### src/rtl/decode_queue_pkg.sv
// Shared types for the decode stage: opcode classes, ALU ops and the decoded
// bundle stored per instruction-buffer entry.
package decode_queue_pkg;

  localparam int DQ_XLEN      = 64;
  localparam int GPR_IDX_SIZE = 5;

  typedef enum logic [5:0] {
    OP_NOP, OP_LDUR, OP_LDP, OP_STUR, OP_STP, OP_MOVK, OP_MOVZ, OP_ADD,
    OP_ADDS, OP_SUB, OP_SUBS, OP_CMP, OP_MVN, OP_ORR, OP_EOR, OP_ANDS,
    OP_TST, OP_LSL, OP_LSR, OP_UBFM, OP_SBFM, OP_ASR, OP_B, OP_BR,
    OP_B_COND, OP_BL, OP_BLR, OP_CBNZ, OP_CBZ, OP_RET, OP_HLT, OP_ADR,
    OP_ADRP, OP_CSEL, OP_CSINC, OP_CSINV, OP_CSNEG, OP_ERROR
  } opcode_t;

  typedef enum logic [4:0] {
    ALU_OP_PLUS, ALU_OP_MINUS, ALU_OP_INV, ALU_OP_OR, ALU_OP_EOR, ALU_OP_AND,
    ALU_OP_MOV, ALU_OP_CSNEG, ALU_OP_CSINC, ALU_OP_CSINV, ALU_OP_CSEL,
    ALU_OP_LSL, ALU_OP_LSR, ALU_OP_ASR, ALU_OP_PASS_A, ALU_OP_ORN,
    ALU_OP_UBFM, ALU_OP_SBFM
  } alu_op_t;

  typedef struct packed {
    logic valb_sel;
    logic set_CC;
    logic dmem_read;
    logic dmem_write;
    logic wval_sel;
    logic w_enable;
  } d_ctl_bundle_t;

  typedef struct packed {
    opcode_t                 op;
    logic [DQ_XLEN-1:0]      pc;
    logic [DQ_XLEN-1:0]      imm;
    logic [GPR_IDX_SIZE-1:0] src1;
    logic                    src1_v;
    logic [GPR_IDX_SIZE-1:0] src2;
    logic                    src2_v;
    logic [GPR_IDX_SIZE-1:0] dst;
    logic                    dst_v;
    alu_op_t                 alu_op;
    d_ctl_bundle_t           ctl;
  } decoded_insn_t;

  // Register-register forms: second operand comes from insn[20:16].
  function automatic logic reads_rm(input opcode_t op);
    return op inside {OP_ADDS, OP_SUBS, OP_CMP, OP_MVN, OP_ORR, OP_EOR,
                      OP_ANDS, OP_TST, OP_CSEL, OP_CSINC, OP_CSINV, OP_CSNEG};
  endfunction

endpackage

### src/rtl/decode_queue_if.sv
// Fetch-side and dispatch-side handshakes of the decode queue, plus flush.
interface decode_queue_if import decode_queue_pkg::*; #(
  parameter int XLEN  = DQ_XLEN,
  parameter int DEPTH = 4
) ();

  logic                    in_flush;
  logic                    in_valid;
  logic                    in_ready;
  logic [31:0]             in_insnbits;
  opcode_t                 in_op;
  logic [XLEN-1:0]         in_pc;

  logic                    out_valid;
  logic                    out_ready;
  opcode_t                 out_op;
  logic [XLEN-1:0]         out_pc;
  logic [XLEN-1:0]         out_imm;
  logic [GPR_IDX_SIZE-1:0] out_src1;
  logic [GPR_IDX_SIZE-1:0] out_src2;
  logic [GPR_IDX_SIZE-1:0] out_dst;
  logic                    out_src1_v;
  logic                    out_src2_v;
  logic                    out_dst_v;
  alu_op_t                 out_alu_op;
  d_ctl_bundle_t           out_ctl;
  logic [$clog2(DEPTH):0]  out_count;

  modport slave (
    input  in_flush, in_valid, in_insnbits, in_op, in_pc, out_ready,
    output in_ready, out_valid, out_op, out_pc, out_imm, out_src1, out_src2,
           out_dst, out_src1_v, out_src2_v, out_dst_v, out_alu_op, out_ctl,
           out_count
  );

  modport master (
    output in_flush, in_valid, in_insnbits, in_op, in_pc, out_ready,
    input  in_ready, out_valid, out_op, out_pc, out_imm, out_src1, out_src2,
           out_dst, out_src1_v, out_src2_v, out_dst_v, out_alu_op, out_ctl,
           out_count
  );

endinterface

### src/rtl/decode_queue_decode_fields.sv
// Combinational decode of one fetched instruction into a decoded_insn_t.
module decode_fields import decode_queue_pkg::*; (
  input  logic [31:0]        insnbits,
  input  opcode_t            op,
  input  logic [DQ_XLEN-1:0] pc,
  output decoded_insn_t      dec
);

  function automatic logic [DQ_XLEN-1:0] sext(input logic [25:0] f, input int w);
    logic signed [DQ_XLEN-1:0] r;
    r = signed'(DQ_XLEN'(f) << (DQ_XLEN - w));
    return r >>> (DQ_XLEN - w);
  endfunction

  // No immediate or register field lives in these bits.
  logic unused_bits;
  assign unused_bits = ^{insnbits[31], insnbits[28:26]};

  always_comb begin
    dec        = '0;
    dec.op     = op;
    dec.pc     = pc;

    dec.dst    = insnbits[4:0];
    dec.dst_v  = 1'b1;
    case (op)
      OP_B, OP_BR, OP_B_COND, OP_BLR, OP_RET, OP_NOP, OP_HLT,
      OP_CBZ, OP_CBNZ, OP_STUR, OP_CMP, OP_TST: dec.dst_v = 1'b0;
      OP_BL:   dec.dst = GPR_IDX_SIZE'(30);
      default: ;
    endcase

    dec.src1   = insnbits[9:5];
    dec.src1_v = 1'b1;
    case (op)
      OP_MOVZ, OP_ADR, OP_ADRP, OP_B, OP_B_COND, OP_BL, OP_NOP,
      OP_HLT:                  dec.src1_v = 1'b0;
      OP_CBZ, OP_CBNZ, OP_MOVK: dec.src1  = insnbits[4:0];
      default: ;
    endcase

    if (op == OP_STUR) begin
      dec.src2   = insnbits[4:0];
      dec.src2_v = 1'b1;
    end else if (reads_rm(op)) begin
      dec.src2   = insnbits[20:16];
      dec.src2_v = 1'b1;
    end

    case (op)
      OP_LDUR, OP_STUR:           dec.imm = sext(26'(insnbits[20:12]), 9);
      OP_ADD, OP_SUB, OP_UBFM,
      OP_ASR:                     dec.imm = DQ_XLEN'(insnbits[21:10]);
      OP_MOVK, OP_MOVZ:           dec.imm = DQ_XLEN'(insnbits[20:5]) << {insnbits[22:21], 4'b0000};
      OP_ADRP:                    dec.imm = sext(26'({insnbits[23:5], insnbits[30:29]}), 21) << 12;
      OP_ADR:                     dec.imm = sext(26'({insnbits[23:5], insnbits[30:29]}), 21);
      OP_B, OP_BL:                dec.imm = sext(insnbits[25:0], 26) << 2;
      OP_B_COND, OP_CBZ, OP_CBNZ: dec.imm = sext(26'(insnbits[23:5]), 19) << 2;
      default:                    dec.imm = '0;
    endcase

    case (op)
      OP_SUB, OP_SUBS, OP_CMP: dec.alu_op = ALU_OP_MINUS;
      OP_MVN:                  dec.alu_op = ALU_OP_ORN;
      OP_ORR:                  dec.alu_op = ALU_OP_OR;
      OP_EOR:                  dec.alu_op = ALU_OP_EOR;
      OP_ANDS, OP_TST:         dec.alu_op = ALU_OP_AND;
      OP_UBFM:                 dec.alu_op = ALU_OP_UBFM;
      OP_SBFM:                 dec.alu_op = ALU_OP_SBFM;
      OP_MOVK, OP_MOVZ:        dec.alu_op = ALU_OP_MOV;
      OP_CSEL:                 dec.alu_op = ALU_OP_CSEL;
      OP_CSINC:                dec.alu_op = ALU_OP_CSINC;
      OP_CSINV:                dec.alu_op = ALU_OP_CSINV;
      default:                 dec.alu_op = ALU_OP_PLUS;
    endcase

    dec.ctl.valb_sel   = reads_rm(op);
    dec.ctl.set_CC     = op inside {OP_ADDS, OP_ANDS, OP_SUBS, OP_CMP, OP_TST};
    dec.ctl.dmem_read  = (op == OP_LDUR);
    dec.ctl.wval_sel   = (op == OP_LDUR);
    dec.ctl.dmem_write = (op == OP_STUR);
    dec.ctl.w_enable   = dec.dst_v;
  end

endmodule

### src/rtl/decode_queue.sv
// Decode stage with a DEPTH-entry instruction buffer; decodes on enqueue and
// presents the buffered head to rename/dispatch.
module decode_queue import decode_queue_pkg::*; #(
  parameter int DEPTH = 4,
  parameter int XLEN  = DQ_XLEN
) (
  input  logic          in_clk,
  input  logic          in_rst_n,
  decode_queue_if.slave bus
);

  localparam int PTR_W = $clog2(DEPTH);
  localparam int CNT_W = PTR_W + 1;

  decoded_insn_t    dec_p0;
  decoded_insn_t    mem [DEPTH];
  decoded_insn_t    head_p1;
  logic [PTR_W-1:0] wr_ptr;
  logic [PTR_W-1:0] rd_ptr;
  logic [CNT_W-1:0] count;
  logic             push;
  logic             pop;

  // Stage p0: decode straight off the fetch inputs
  decode_fields u_decode_fields (
    .insnbits (bus.in_insnbits),
    .op       (bus.in_op),
    .pc       (DQ_XLEN'(bus.in_pc)),
    .dec      (dec_p0)
  );

  assign bus.in_ready  = (count < CNT_W'(DEPTH));
  assign bus.out_valid = (count != '0);
  assign push = bus.in_valid  && bus.in_ready  && !bus.in_flush;
  assign pop  = bus.out_valid && bus.out_ready && !bus.in_flush;

  // Stage p1: buffer storage; reset also scrubs stale entries
  always_ff @(posedge in_clk) begin
    if (!in_rst_n) begin
      wr_ptr <= '0;
      rd_ptr <= '0;
      count  <= '0;
      for (int i = 0; i < DEPTH; i++) mem[i] <= '0;
    end else if (bus.in_flush) begin
      wr_ptr <= '0;
      rd_ptr <= '0;
      count  <= '0;
    end else begin
      if (push) begin
        mem[wr_ptr] <= dec_p0;
        wr_ptr      <= wr_ptr + PTR_W'(1);
      end
      if (pop) rd_ptr <= rd_ptr + PTR_W'(1);
      count <= count + CNT_W'(push) - CNT_W'(pop);
    end
  end

  assign head_p1        = mem[rd_ptr];
  assign bus.out_op     = head_p1.op;
  assign bus.out_pc     = XLEN'(head_p1.pc);
  assign bus.out_imm    = XLEN'(head_p1.imm);
  assign bus.out_src1   = head_p1.src1;
  assign bus.out_src2   = head_p1.src2;
  assign bus.out_dst    = head_p1.dst;
  assign bus.out_src1_v = head_p1.src1_v;
  assign bus.out_src2_v = head_p1.src2_v;
  assign bus.out_dst_v  = head_p1.dst_v;
  assign bus.out_alu_op = head_p1.alu_op;
  assign bus.out_ctl    = head_p1.ctl;
  assign bus.out_count  = count;

endmodule

### src/flat_wrapper.sv
// flat-port wrapper written by rule: the top's interface ports become plain ports
module decode_queue_flat import decode_queue_pkg::*;
#(
  parameter int DEPTH = 4,
  parameter int XLEN  = DQ_XLEN
)
  (in_clk, in_rst_n, bus_in_flush, bus_in_valid, bus_in_insnbits, bus_in_op, bus_in_pc, bus_out_ready, bus_in_ready, bus_out_valid, bus_out_op, bus_out_pc, bus_out_imm, bus_out_src1, bus_out_src2, bus_out_dst, bus_out_src1_v, bus_out_src2_v, bus_out_dst_v, bus_out_alu_op, bus_out_ctl, bus_out_count);
  decode_queue_if #(.XLEN(XLEN), .DEPTH(DEPTH)) bus_i ();
  input  logic in_clk;
  input  logic in_rst_n;
  input wire logic [$bits(bus_i.in_flush)-1:0] bus_in_flush;
  input wire logic [$bits(bus_i.in_valid)-1:0] bus_in_valid;
  input wire logic [$bits(bus_i.in_insnbits)-1:0] bus_in_insnbits;
  input wire logic [$bits(bus_i.in_op)-1:0] bus_in_op;
  input wire logic [$bits(bus_i.in_pc)-1:0] bus_in_pc;
  input wire logic [$bits(bus_i.out_ready)-1:0] bus_out_ready;
  output wire logic [$bits(bus_i.in_ready)-1:0] bus_in_ready;
  output wire logic [$bits(bus_i.out_valid)-1:0] bus_out_valid;
  output wire logic [$bits(bus_i.out_op)-1:0] bus_out_op;
  output wire logic [$bits(bus_i.out_pc)-1:0] bus_out_pc;
  output wire logic [$bits(bus_i.out_imm)-1:0] bus_out_imm;
  output wire logic [$bits(bus_i.out_src1)-1:0] bus_out_src1;
  output wire logic [$bits(bus_i.out_src2)-1:0] bus_out_src2;
  output wire logic [$bits(bus_i.out_dst)-1:0] bus_out_dst;
  output wire logic [$bits(bus_i.out_src1_v)-1:0] bus_out_src1_v;
  output wire logic [$bits(bus_i.out_src2_v)-1:0] bus_out_src2_v;
  output wire logic [$bits(bus_i.out_dst_v)-1:0] bus_out_dst_v;
  output wire logic [$bits(bus_i.out_alu_op)-1:0] bus_out_alu_op;
  output wire logic [$bits(bus_i.out_ctl)-1:0] bus_out_ctl;
  output wire logic [$bits(bus_i.out_count)-1:0] bus_out_count;
  assign bus_i.in_flush = bus_in_flush;
  assign bus_i.in_valid = bus_in_valid;
  assign bus_i.in_insnbits = bus_in_insnbits;
  assign bus_i.in_op = bus_in_op;
  assign bus_i.in_pc = bus_in_pc;
  assign bus_i.out_ready = bus_out_ready;
  assign bus_in_ready = bus_i.in_ready;
  assign bus_out_valid = bus_i.out_valid;
  assign bus_out_op = bus_i.out_op;
  assign bus_out_pc = bus_i.out_pc;
  assign bus_out_imm = bus_i.out_imm;
  assign bus_out_src1 = bus_i.out_src1;
  assign bus_out_src2 = bus_i.out_src2;
  assign bus_out_dst = bus_i.out_dst;
  assign bus_out_src1_v = bus_i.out_src1_v;
  assign bus_out_src2_v = bus_i.out_src2_v;
  assign bus_out_dst_v = bus_i.out_dst_v;
  assign bus_out_alu_op = bus_i.out_alu_op;
  assign bus_out_ctl = bus_i.out_ctl;
  assign bus_out_count = bus_i.out_count;
  decode_queue #(.DEPTH(DEPTH), .XLEN(XLEN)) u_core (.in_clk(in_clk), .in_rst_n(in_rst_n), .bus(bus_i));
endmodule
### config.mk
export PLATFORM = sky130hd
export DESIGN_NAME = decode_queue_flat
export DESIGN_NICKNAME = d
export VERILOG_FILES = /design/src/rtl/decode_queue_pkg.sv /design/src/rtl/decode_queue_if.sv /design/src/rtl/decode_queue_decode_fields.sv /design/src/rtl/decode_queue.sv /design/src/flat_wrapper.sv
export SDC_FILE = /design/constraint.sdc
export NUM_CORES = 1
export LEC_CHECK = 0
export ABC_AREA = 1
export BUFFER_PORTS_ARGS = -buffer_cell sky130_fd_sc_hd__buf_2
export CAP_MARGIN = 5
export CORE_AREA = 2 2 262 264
export DETAILED_ROUTE_END_ITERATION = 8
export DIE_AREA = 0 0 264 266
export MAX_ROUTING_LAYER = met4
export PLACE_DENSITY_LB_ADDON = 0.3
export SYNTH_ARGS = -nofsm -noshare
export SYNTH_HDL_FRONTEND = slang
export SYNTH_SLANG_ARGS = --single-unit
### constraint.sdc
create_clock -name in_clk -period 19.7 [get_ports in_clk]
set_input_delay 2.955 -clock in_clk [delete_from_list [all_inputs] [get_ports in_clk]]
set_output_delay 2.955 -clock in_clk [all_outputs]
set_load 0.03 [all_outputs]
==> out/results.tsv <==
metric	value	unit
synth.avg_cell_area	9.78	um2
dieWidth	264	um
fin_crit	7.62	ns
drc_errors	0	
row_count	96	
cts_buffers	71	
via_count	22700	
netlist_instances	3082	
cp.arrival	7.83	ns
place_inst	4032	
rsz0062_at_grt	false	
worstSetupPathType	input port to register	
gp_congestion	0.905	
setup_violations	0	
cts_tree	yes	
cts_root_buf	clkbuf_16	
status	finished, final reports clean	
boundaryPins	275	
clockBufferDepth	3	
grt_use_total	23.9	%
grt_pass1_wl	126000	um
dieArea	0.0702	mm2
r2r_start	u_core.bus.out_count[2]	
post-route-period-util	38.7	%
h-tree-depth	3	
vdd_drop_max	0.0723	mV
wl_per_cell	19.8	um
ff2ff_path_depth	10	
final_nets	3339	
ys_seq_area_share	64.7	%
fin_cells	4173	
setup_tns	0	ns
r2r-end	u_core.mem[2][65]	
syn-num-nets	3198	
ys_types	35	
hold_buffers	0	
ant_nets	0	
slew_violations	0	
post-dp-hpwl	46100	um
power	0.00308	W
critPathRequiredTime	19.92	ns
cts_resized	0	
powerDensity	90.2	mW/mm2
overflow	0	
worst_pin_slew	1.30	ns
max-cap-violations	0	
clk_latency	0.61	ns
clkSlewWorstSetupHoldPaths	0.06	ns
hold_viol	0	
hp-class	register to register	
reg2reg_slack	14.25	ns
antenna_found_initial	15	
grt_max_degree	203	
routed_via_density	5.44	
leakage	13.6	nW
core_area	0.0677	mm2
endpoint_kind	register	
start_kind	input port	
drtIter0Drc	2065	
endpoint	u_core.mem[2][65]	
syn_to_final_growth	13.2	%
ys_warn_count	0	
wirelength	82800	um
io_buffers	270	
ys_seq_elements	653	
layout-drive-gt1-share	13.7	%
start_util	44.5	%
clock_sinks	653	
clock.fmax	0.131	GHz
relSlewSlack	13.2	%
netlist_area	0.0302	mm2
crit_fanout	64	
dpl_cell_area	0.0320	mm2
worstSetupStartpoint	bus_in_flush	
firstDrtPassIters	6	
postCtsSetupRepairBufs	0	
skew	0.0147	ns
grt_pass1_vias	21600	
fp.dieH	266	um
postLayoutCellArea	0.0341	mm2
-- Yosys cell counts (all sizes together) --
master  instances  area share [%]
a21boi          1           0.025
a21oi          25            0.41
a22oi           1           0.025
a31oi           1           0.021
buf            53            0.94
clkbuf        175             2.2
clkinv          3           0.037
dfxtp           9            0.60
edfxtp        644              64
fa              1           0.066
ha              8            0.33
inv           265             3.3
nand2         257             3.2
nand3          79             1.3
nand4           4           0.083
nor2          925              12
nor3           50            0.83
nor3b           3           0.075
o211ai          7            0.17
o21a            3           0.075
o21ai         402             7.1
o221ai          1           0.029
o22ai         161             3.3
o31ai           2           0.050
xor2            2           0.058
-- layout make-up --
| cell class | count | area, um2 |
|---|---|---|
| clock inverter | 27 | 198 |
| inverter | 268 | 1030 |
| fill | 6171 | 33600 |
| sequential | 653 | 19500 |
| clock buffer | 97 | 1940 |
| timing repair buffer | 296 | 1570 |
| tap | 882 | 1100 |
| antenna | 17 | 42.5 |
| multi-input combinational | 1933 | 8720 |
-- stage by stage --
| step | setup slack, ns | utilization, % | hold WS (ns) |
|---|---|---|---|
| after global placement | 11.44 | 47.2 | 0.486 |
| after detailed placement | 11.41 | 47.2 | 0.504 |
| after global routing | 11.73 | 50.4 | 0.526 |
| final | 12.08 | 50.4 | 0.513 |
| after floorplan | 3.83 | - | 0.472 |
| after CTS | 12.04 | 50.3 | 0.509 |
-- how the worst min path moves through the flow --
stage	cells past startpoint	startpoint	end
3_5_place_dp	2	u_core.wr_ptr[1]	u_core.wr_ptr[1]
3_3_place_gp	2	u_core.wr_ptr[1]	u_core.wr_ptr[1]
6_report	2	u_core.wr_ptr[1]	u_core.wr_ptr[1]
2_1_floorplan	2	u_core.wr_ptr[1]	u_core.wr_ptr[1]
4_1_cts	2	u_core.wr_ptr[1]	u_core.wr_ptr[1]
5_1_grt	2	u_core.wr_ptr[1]	u_core.wr_ptr[1]
-- per-layer routing --
metal / vias up / track usage (%) / share of wire, %
met5: - / - / 0
met1: 10900 / 31.0 / 42
met4: 0 / 7.85 / 2.7
met3: 151 / 4.08 / 8.2
met2: 920 / 38.4 / 48
li1: 10700 / - / -
-- placed cells by master, fill, tap and decap left out, types with 31 or more instances in the layout --
master	netlist	final
nor2_1	918	918
edfxtp_1	644	644
o21ai_0	366	366
buf_2	34	270
nand2_1	254	251
inv_1	253	250
o22ai_1	161	161
nand3_1	77	77
clkbuf_16	0	74
nor3_1	50	50
o21ai_2	31	31
-- cell families (layout without fill, tap and decap cells) --
logic type	count (synthesis)	count (layout)	share of synthesized area (%)
and+or+nand+nor	1318	1318	17.1
DFF	653	653	64.7
AOI/OAI and AO/OA	604	604	11.2
buffers and inverters	496	688	6.45
adders and majority gates	9	9	0.398
xor gates and xnor gates	2	2	0.0581
other	0	17	0
-- power breakdown --
group	internal [W]	switching [W]	total, W
clock	0.000715	0.000528	0.00124
combinational	0.0000512	0.000185	0.000237
sequential	0.00159	0.0000139	0.00160
total	0.00235	0.000727	0.00308
-- flip-flops by register name, summed over array words and instances (netlist names), named ones only --
register              flops
u_core.rd_ptr             2
u_core.wr_ptr             2
u_core.bus.out_count      3
u_core.mem              644
-- worst max-delay path, cell delays in order --
cell     delay (ns)
buf_2          0.09
inv_1          0.12
nand3_2        0.22
nor2_4         0.13
buf_4          0.66
inv_4          0.45
nor2_1         0.24
inv_1          0.35
nand2_4        0.70
buf_4          0.80
buf_4          0.87
Note: power is estimated with default switching activity, not from simulation.
